File: config.mk
export PLATFORM = sky130hd
export DESIGN_NAME = cbus_axi_bridge
export DESIGN_NICKNAME = d
export VERILOG_FILES = /design/src/rtl/cbus_axi_bridge_pkg.sv /design/src/rtl/cbus_axi_bridge.sv
export SDC_FILE = /design/constraint.sdc
export NUM_CORES = 1
export LEC_CHECK = 0
export CAP_MARGIN = 20
export CORE_AREA = 2 2 116 118
export CTS_BUF_LIST = sky130_fd_sc_hd__clkbuf_4 sky130_fd_sc_hd__clkbuf_8 sky130_fd_sc_hd__clkbuf_16
export DETAILED_ROUTE_END_ITERATION = 6
export DIE_AREA = 0 0 118 120
export PLACE_DENSITY = 0.67
export SETUP_SLACK_MARGIN = 0.5
export SYNTH_ARGS = -nofsm -noshare
export SYNTH_HDL_FRONTEND = slang
export SYNTH_SLANG_ARGS = --single-unit
File: constraint.sdc
create_clock -name clk -period 2.5 [get_ports clk]
set_clock_uncertainty 0.2 [all_clocks]
set_input_delay 0.5 -clock clk [delete_from_list [all_inputs] [get_ports clk]]
set_output_delay 0.5 -clock clk [all_outputs]
set_load 0.02 [all_outputs]
File: src/rtl/cbus_axi_bridge_pkg.sv
// Shared widths and cbus request/response payloads for the cbus-to-AXI bridge.

package cbus_axi_bridge_pkg;

    localparam int unsigned ADDR_W    = 32;
    localparam int unsigned DATA_W    = 32;
    localparam int unsigned STRB_W    = 4;
    localparam int unsigned LEN_W     = 4;
    localparam int unsigned SIZE_W    = 3;
    localparam int unsigned AXI_LEN_W = 8;
    localparam int unsigned RESP_W    = 2;
    localparam int unsigned BURST_W   = 2;

    typedef struct packed {
        logic              valid;
        logic              is_write;
        logic [SIZE_W-1:0] size;
        logic [ADDR_W-1:0] addr;
        logic [STRB_W-1:0] strobe;
        logic [DATA_W-1:0] data;
        logic [LEN_W-1:0]  len;
    } cbus_req_t;

    typedef struct packed {
        logic              ready;
        logic              last;
        logic [DATA_W-1:0] data;
    } cbus_resp_t;

endpackage

File: src/rtl/cbus_axi_bridge.sv
// Serialises one granted cbus burst at a time onto AXI4 AR/R or AW/W/B and
// returns per-beat ready/last to the arbiter.

module cbus_axi_bridge
    import cbus_axi_bridge_pkg::*;
#(
    parameter int unsigned AXI_ID   = 0,
    parameter int unsigned ID_WIDTH = 4
) (
    input  logic                 clk,
    input  logic                 resetn,
    input  cbus_req_t            creq,
    output cbus_resp_t           cresp,
    output logic [ID_WIDTH-1:0]  arid,
    output logic [ADDR_W-1:0]    araddr,
    output logic [AXI_LEN_W-1:0] arlen,
    output logic [SIZE_W-1:0]    arsize,
    output logic [BURST_W-1:0]   arburst,
    output logic                 arvalid,
    input  logic                 arready,
    input  logic [ID_WIDTH-1:0]  rid,
    input  logic [DATA_W-1:0]    rdata,
    input  logic [RESP_W-1:0]    rresp,
    input  logic                 rlast,
    input  logic                 rvalid,
    output logic                 rready,
    output logic [ID_WIDTH-1:0]  awid,
    output logic [ADDR_W-1:0]    awaddr,
    output logic [AXI_LEN_W-1:0] awlen,
    output logic [SIZE_W-1:0]    awsize,
    output logic [BURST_W-1:0]   awburst,
    output logic                 awvalid,
    input  logic                 awready,
    output logic [DATA_W-1:0]    wdata,
    output logic [STRB_W-1:0]    wstrb,
    output logic                 wlast,
    output logic                 wvalid,
    input  logic                 wready,
    input  logic [ID_WIDTH-1:0]  bid,
    input  logic [RESP_W-1:0]    bresp,
    input  logic                 bvalid,
    output logic                 bready
);

    localparam logic [BURST_W-1:0] BURST_INCR = 2'b01;

    typedef enum logic [2:0] {IDLE, AR, R, AW, W, B} state_e;

    state_e              state_q, state_d;
    logic [LEN_W-1:0]    cnt_q, cnt_d;
    logic [ADDR_W-1:0]   addr_q, addr_d;
    logic [SIZE_W-1:0]   size_q, size_d;
    logic [LEN_W-1:0]    len_q, len_d;

    // Response IDs and error codes are deliberately dropped.
    logic unused_axi;
    assign unused_axi = ^{rid, rresp, bid, bresp};

    assign arid    = ID_WIDTH'(AXI_ID);
    assign awid    = ID_WIDTH'(AXI_ID);
    assign araddr  = addr_q;
    assign awaddr  = addr_q;
    assign arlen   = {4'b0000, len_q};
    assign awlen   = {4'b0000, len_q};
    assign arsize  = size_q;
    assign awsize  = size_q;
    assign arburst = BURST_INCR;
    assign awburst = BURST_INCR;

    always_ff @(posedge clk or negedge resetn) begin
        if (!resetn) begin
            state_q <= IDLE;
            cnt_q   <= '0;
            addr_q  <= '0;
            size_q  <= '0;
            len_q   <= '0;
        end else begin
            state_q <= state_d;
            cnt_q   <= cnt_d;
            addr_q  <= addr_d;
            size_q  <= size_d;
            len_q   <= len_d;
        end
    end

    // Next-state and handshake decode; every output depends only on state and AXI/creq inputs.
    always_comb begin
        state_d = state_q;
        cnt_d   = cnt_q;
        addr_d  = addr_q;
        size_d  = size_q;
        len_d   = len_q;
        arvalid = 1'b0;
        rready  = 1'b0;
        awvalid = 1'b0;
        wvalid  = 1'b0;
        wdata   = '0;
        wstrb   = '0;
        wlast   = 1'b0;
        bready  = 1'b0;
        cresp   = '0;

        case (state_q)
            IDLE: begin
                cnt_d = '0;
                if (creq.valid) begin
                    addr_d  = creq.addr;
                    size_d  = creq.size;
                    len_d   = creq.len;
                    state_d = creq.is_write ? AW : AR;
                end
            end
            AR: begin
                arvalid = 1'b1;
                if (arready) state_d = R;
            end
            R: begin
                rready      = 1'b1;
                cresp.ready = rvalid;
                cresp.data  = rdata;
                cresp.last  = rvalid & rlast;
                if (rvalid && rlast) state_d = IDLE;
            end
            AW: begin
                awvalid = 1'b1;
                if (awready) state_d = W;
            end
            W: begin
                wvalid      = 1'b1;
                wdata       = creq.data;
                wstrb       = creq.strobe;
                wlast       = (cnt_q == len_q);
                cresp.ready = wready;
                // Holding on the final beat keeps the counter from wrapping at len=15.
                if (wready) begin
                    if (wlast) state_d = B;
                    else       cnt_d   = cnt_q + LEN_W'(1);
                end
            end
            B: begin
                bready = 1'b1;
                if (bvalid) begin
                    cresp.last = 1'b1;
                    state_d    = IDLE;
                end
            end
            default: state_d = IDLE;
        endcase
    end

endmodule

==> After elaboration in Yosys (flattened, before gate mapping) <==
Index checks and enable logic that the tools add are counted.
{ "totals": {"register_bits": 46, "in_bits": 129, "out_inout_bits": 174, "elab_cells": 51} }
{ "classes": {"add_sub_neg": 1, "n_eq_ne": 14, "mux": 24, "bitwise": 1, "n_reduce_logical": 6} }
{ "ops": {"columns": ["operator", "count"], "rows": [
  ["$mux W32", 2],
  ["$mux W3", 7],
  ["$pmux W3 S6", 1],
  ["$ne A2 B2 Y1 const B", 8],
  ["$mux W4", 3],
  ["$pmux W4 S2", 1],
  ["$mux W1", 7],
  ["$reduce_and A7 Y1", 1],
  ["$eq A3 B2 Y1 const B", 2],
  ["$eq A3 B3 Y1 const B", 2],
  ["$add A4 B1 Y4 const B", 1],
  ["$eq A4 B4 Y1", 1],
  ["$pmux W1 S2", 2],
  ["$eq A3 B1 Y1 const B", 1],
  ["$logic_not A3 Y1", 1],
  ["$reduce_and A3 Y1", 1],
  ["$mux W2", 1],
  ["$reduce_and A2 Y1", 1],
  ["$reduce_bool A2 Y1", 1],
  ["$and A1 B1 Y1", 1],
  ["$logic_and A1 B1 Y1", 1]
]} }

==> Logic depth before layout (Yosys ltp) <==
{ "logic_depth": {"ltp_word": 4, "mapped_depth": 7, "ltp_nobuf": 4} }

==> Worst setup path before layout <==
OpenSTA, ideal clock, no wires.
{ "synth_path": {"kind": "register -> output", "startpoint": "reg state_q[1]", "endpoint": "out cresp[23] (netlist bit)", "arrival_time_ps": 1450, "required_ps": 1800, "setup_slack_ps": 350, "path_stages_with_launch": 6, "path_buffers": 2, "path_cell_list": "dfrtp_1 -> buf_6 -> inv_1 -> nor3_2 -> clkbuf_1 -> and2_1"} }
{ "synth_rtl": {"columns": ["item", "line_no", "text"], "rows": [
  ["start, declared", "cbus_axi_bridge.sv:49", "state_e state_q, state_d;"],
  ["start signal, assigned", "cbus_axi_bridge.sv:78", "state_q <= state_d;"],
  ["end, declared", "cbus_axi_bridge.sv:13", "output cbus_resp_t cresp,"]
]} }

==> Final worst setup path <==
{ "layout_path": {"startpoint": "reg state_q[0]", "endpoint": "out wstrb[3]"} }
{ "layout_via": {"elab_chain_len": 2} }
{ "layout_lines": {"columns": ["item", "line_no", "text"], "rows": [
  ["$eq A3 B3 Y1", "cbus_axi_bridge.sv:103", "case (state_q)"],
  ["$mux W4", "cbus_axi_bridge.sv:103", null],
  ["end, declared", "cbus_axi_bridge.sv:35", "output logic [STRB_W-1:0] wstrb,"]
]} }
No other way between the ends.

==> run metrics <==
result of the run completed; adder and majority cell fraction of the synthesized area 0.004175; slew at the pin with the worst max-slew slack 0.5016 ns; cell row count 42; Starting Density 0.2309; worst hold stages 1; clock insertion delay at the later pin of the skew report 0.28 ns; syn avg cell area 10.44 sq um; I/O pin count 303; endpoint of the most critical register-to-register path araddr[23]; Static Leak 3.539 nW; hold_sp araddr[17]; GR Overflow Total 0; maximum number of pins on one net before global-route repair 40; CP Max Fanout 8; type of the worst setup path reg -> out; post-DP HPWL approximately 8200 um; unrepaired setup endpoints after global routing yes; number of storage elements in the synthesis netlist 46; clock sink count 46; Hold Fails Final Rpt 0; data required time of the worst path about 1.8 ns; Clock Root Buffer clkbuf_16; Port-buffer cells 270; Worst Hold End araddr[17]; final wirelength 11,840 um; EDFF count, synth 0; Worst Setup Slack, final 0.1995 ns; number of nets in the layout 686; cells on worst reg2reg path 8; maximum clock insertion buffer count 2; global-route wire length before repair 15,900 um; Synth top area share 0.3841; signed area change from the synthesized netlist to the final layout 126.3%; vias in the first global route roughly 3,000; worst hold slack roughly 0.33 ns; post-synth cell types 37; final worst path period need 2.300 ns; fill cell count 1,128; Ant. Diodes 0; GR Util All Layers 0.1388; average routed wire per standard cell 16.16 um; weighted congestion reported at the end of routability-driven placement 0.8098; most common flop cell mapped by yosys dfrtp_1; kind of capture point of the worst setup path output pin; total power per unit cell area 1174 mW/mm^2; Placement Setup Slack around 0.011 ns; final max-slew violation count 0; TritonCTS clock tree yes; final setup violation count 0; total standard cell area after synthesis between 0.002 and 0.003 sq mm; via density per instance 4.143; count of max-cap constraint violations 0; total of warnings raised by yosys 0; die footprint around 0.014 sq mm; core area 0.01298 sq mm; Residual DRC 0; startpoint type of the worst setup path flop; number of antenna violations at the first check in global routing 0; fraction of final layout cells with drive strength greater than 1 0.4614; Total Neg Setup Slack 0 ns; ys async rst share 1.000; total iterations of the first detailed-routing run 4; top cells by area, synth dfrtp_1 38%, buf_4 15%, and2_1 15%; data arrival at the endpoint of the critical path 1.60 ns; peak per-stage delay on the critical path roughly 0.46 ns; vertical die dimension 120 um; remaining antenna violation count after routing 0; DR vias roughly 3,000; crit-path leading delay family buffers and inverters; worst rel slew slack 0.6656; CP bufs+invs 4; Register-to-Register Setup Slack 0.34 ns; library cell with the largest summed area after synthesis dfrtp_1; Final Cycle Share 0.9202; class of the most critical hold timing path reg -> reg; start of the worst register-to-register path state_q[0]; cell count along the critical path 6; maximum clock frequency approximately 430 MHz; portion of the post-synthesis area used by sequential elements 0.3841; post-synthesis simple-gate area fraction 0.2029; combinational family with the most area after synthesis simple AND/OR/NAND/NOR gates; portion of netlist area occupied by mux cells 0.1658; XOR/XNOR Fraction of Synth Area 0.01169; DRT iter0 DRCs 52; Post-Syn Instances 287; clock slew at reported path FFs 0.06 ns; H-tree depth 2; share of the synthesized area in compound gates (AO/OA/AOI/OAI) 0.04092; TritonCTS Buffers 5; most common cell type on the critical path buf_12; critical-path cell list nor3b_4, buf_6, buf_12, buf_16, and2_4, buf_12; Critical-path top delay cell dfrtp_2; Die X 118 um; Peak supply drop 705.4 uV
layout by cell type (no fill, tap or decap), drive strengths merged, types with 2 or more instances in the layout:
cell type | netlist | layout
conb | 2 | 20
nor2 | 4 | 4
dfrtp | 46 | 46
nor3 | 3 | 3
a211o | 2 | 2
a211oi | 2 | 2
buf | 67 | 117
o211ai | 2 | 2
and2 | 70 | 70
nor2b | 2 | 2
and3 | 3 | 3
nand4 | 3 | 3
mux2 | 39 | 39
a31oi | 2 | 2
xnor2 | 4 | 4
a21oi | 2 | 2
mux2i | 2 | 2
clkdlybuf4s50 | 0 | 131
clkbuf | 8 | 15
dlymetal6s2s | 0 | 62
inv | 2 | 3
nand2 | 12 | 12
how the worst max path moves through the flow:
stage | from | end | slack (ns)
5_1_grt | state_q[0] | wstrb[3] | 0.16
4_1_cts | state_q[0] | wstrb[0] | 0.11
3_5_place_dp | rvalid | cresp[32] | 0.01
6_report | state_q[0] | wstrb[3] | 0.20
3_3_place_gp | rvalid | cresp[32] | 0.009
2_1_floorplan | state_q[1] | cresp[23] | 0.51
cells by family (layout without fill, tap and decap cells):
family | Yosys count | in the layout
compound gates | 16 | 16
other cells | 2 | 20
flops | 46 | 46
mux | 41 | 41
simple gates | 100 | 100
buf+inv | 77 | 329
xor+xnor | 4 | 4
fa+ha+maj | 1 | 1
power by group:
group	switching, mW	internal (mW)	leakage (nW)
clock	0.283	0.413	0.0779
combinational	2.56	3.28	2.92
sequential	0.318	1.11	0.546
total	3.17	4.80	3.54
worst reg2reg max path: stages (launching register included):
cell and delay, ns:
dfrtp_2 0.46, buf_4 0.15, buf_6 0.11, or2_4 0.24, buf_8 0.14, nor2_8 0.11
buf_12 0.16, clkbuf_16 0.16, mux2_2 0.33
Yosys cell counts, types with 3 or more instances:
cell      instances
nor2_1            3
buf_4            61
and3_1            3
clkbuf_1          8
nand2_1          12
nand4_1           3
mux2_2           29
xnor2_1           4
dfrtp_1          46
and2_1           70
mux2_4           10
layer usage:
layer | global-route usage | part of all wire
met5 | 0 | 0
met4 | 0.02184 | 0.0035
met3 | 0.03992 | 0.072
met2 | 0.2565 | 0.54
met1 | 0.1615 | 0.39
repair_timing:
item / 4_1_cts / 5_1_grt
setup endpoints to repair: 133 / 182
resized for setup: 393 / 216
buffers inserted: 13 / 8
endpoints found under the hold margin: 6 / 0
hold buffers: 1 / 0
pin swaps: 7 / 50
gates cloned: 3 / 11
sequential cells by signal (all words and copies together), names as in the netlist:
signal	flops
state_q	3
len_q	4
araddr	32
cnt_q	4
arsize	3
metrics by stage:
step | instance area [sq um] | util | power, mW | std cells
detailed placement | 5630 | 0.4338 | 6.223 | 689
global route | 6783 | 0.5226 | 8.337 | 733
global placement | 5630 | 0.4338 | 6.174 | 689
finish | 6783 | 0.5226 | 7.963 | 733
floorplan | 3115 | - | 4.315 | 305
CTS | 6075 | 0.4680 | 7.407 | 714
final cells by class:
cell class                 count  area, sq um  area share
multi-input combinational    182         1570      0.2315
tap                          176        220.2     0.03247
inverter                       2        7.507    0.001107
clock inverter                 1        8.758    0.001291
timing repair buffer         319         3672      0.5414
clock buffer                   7        146.4     0.02158
sequential                    46         1157      0.1706
(Power assumes the default switching activity.)
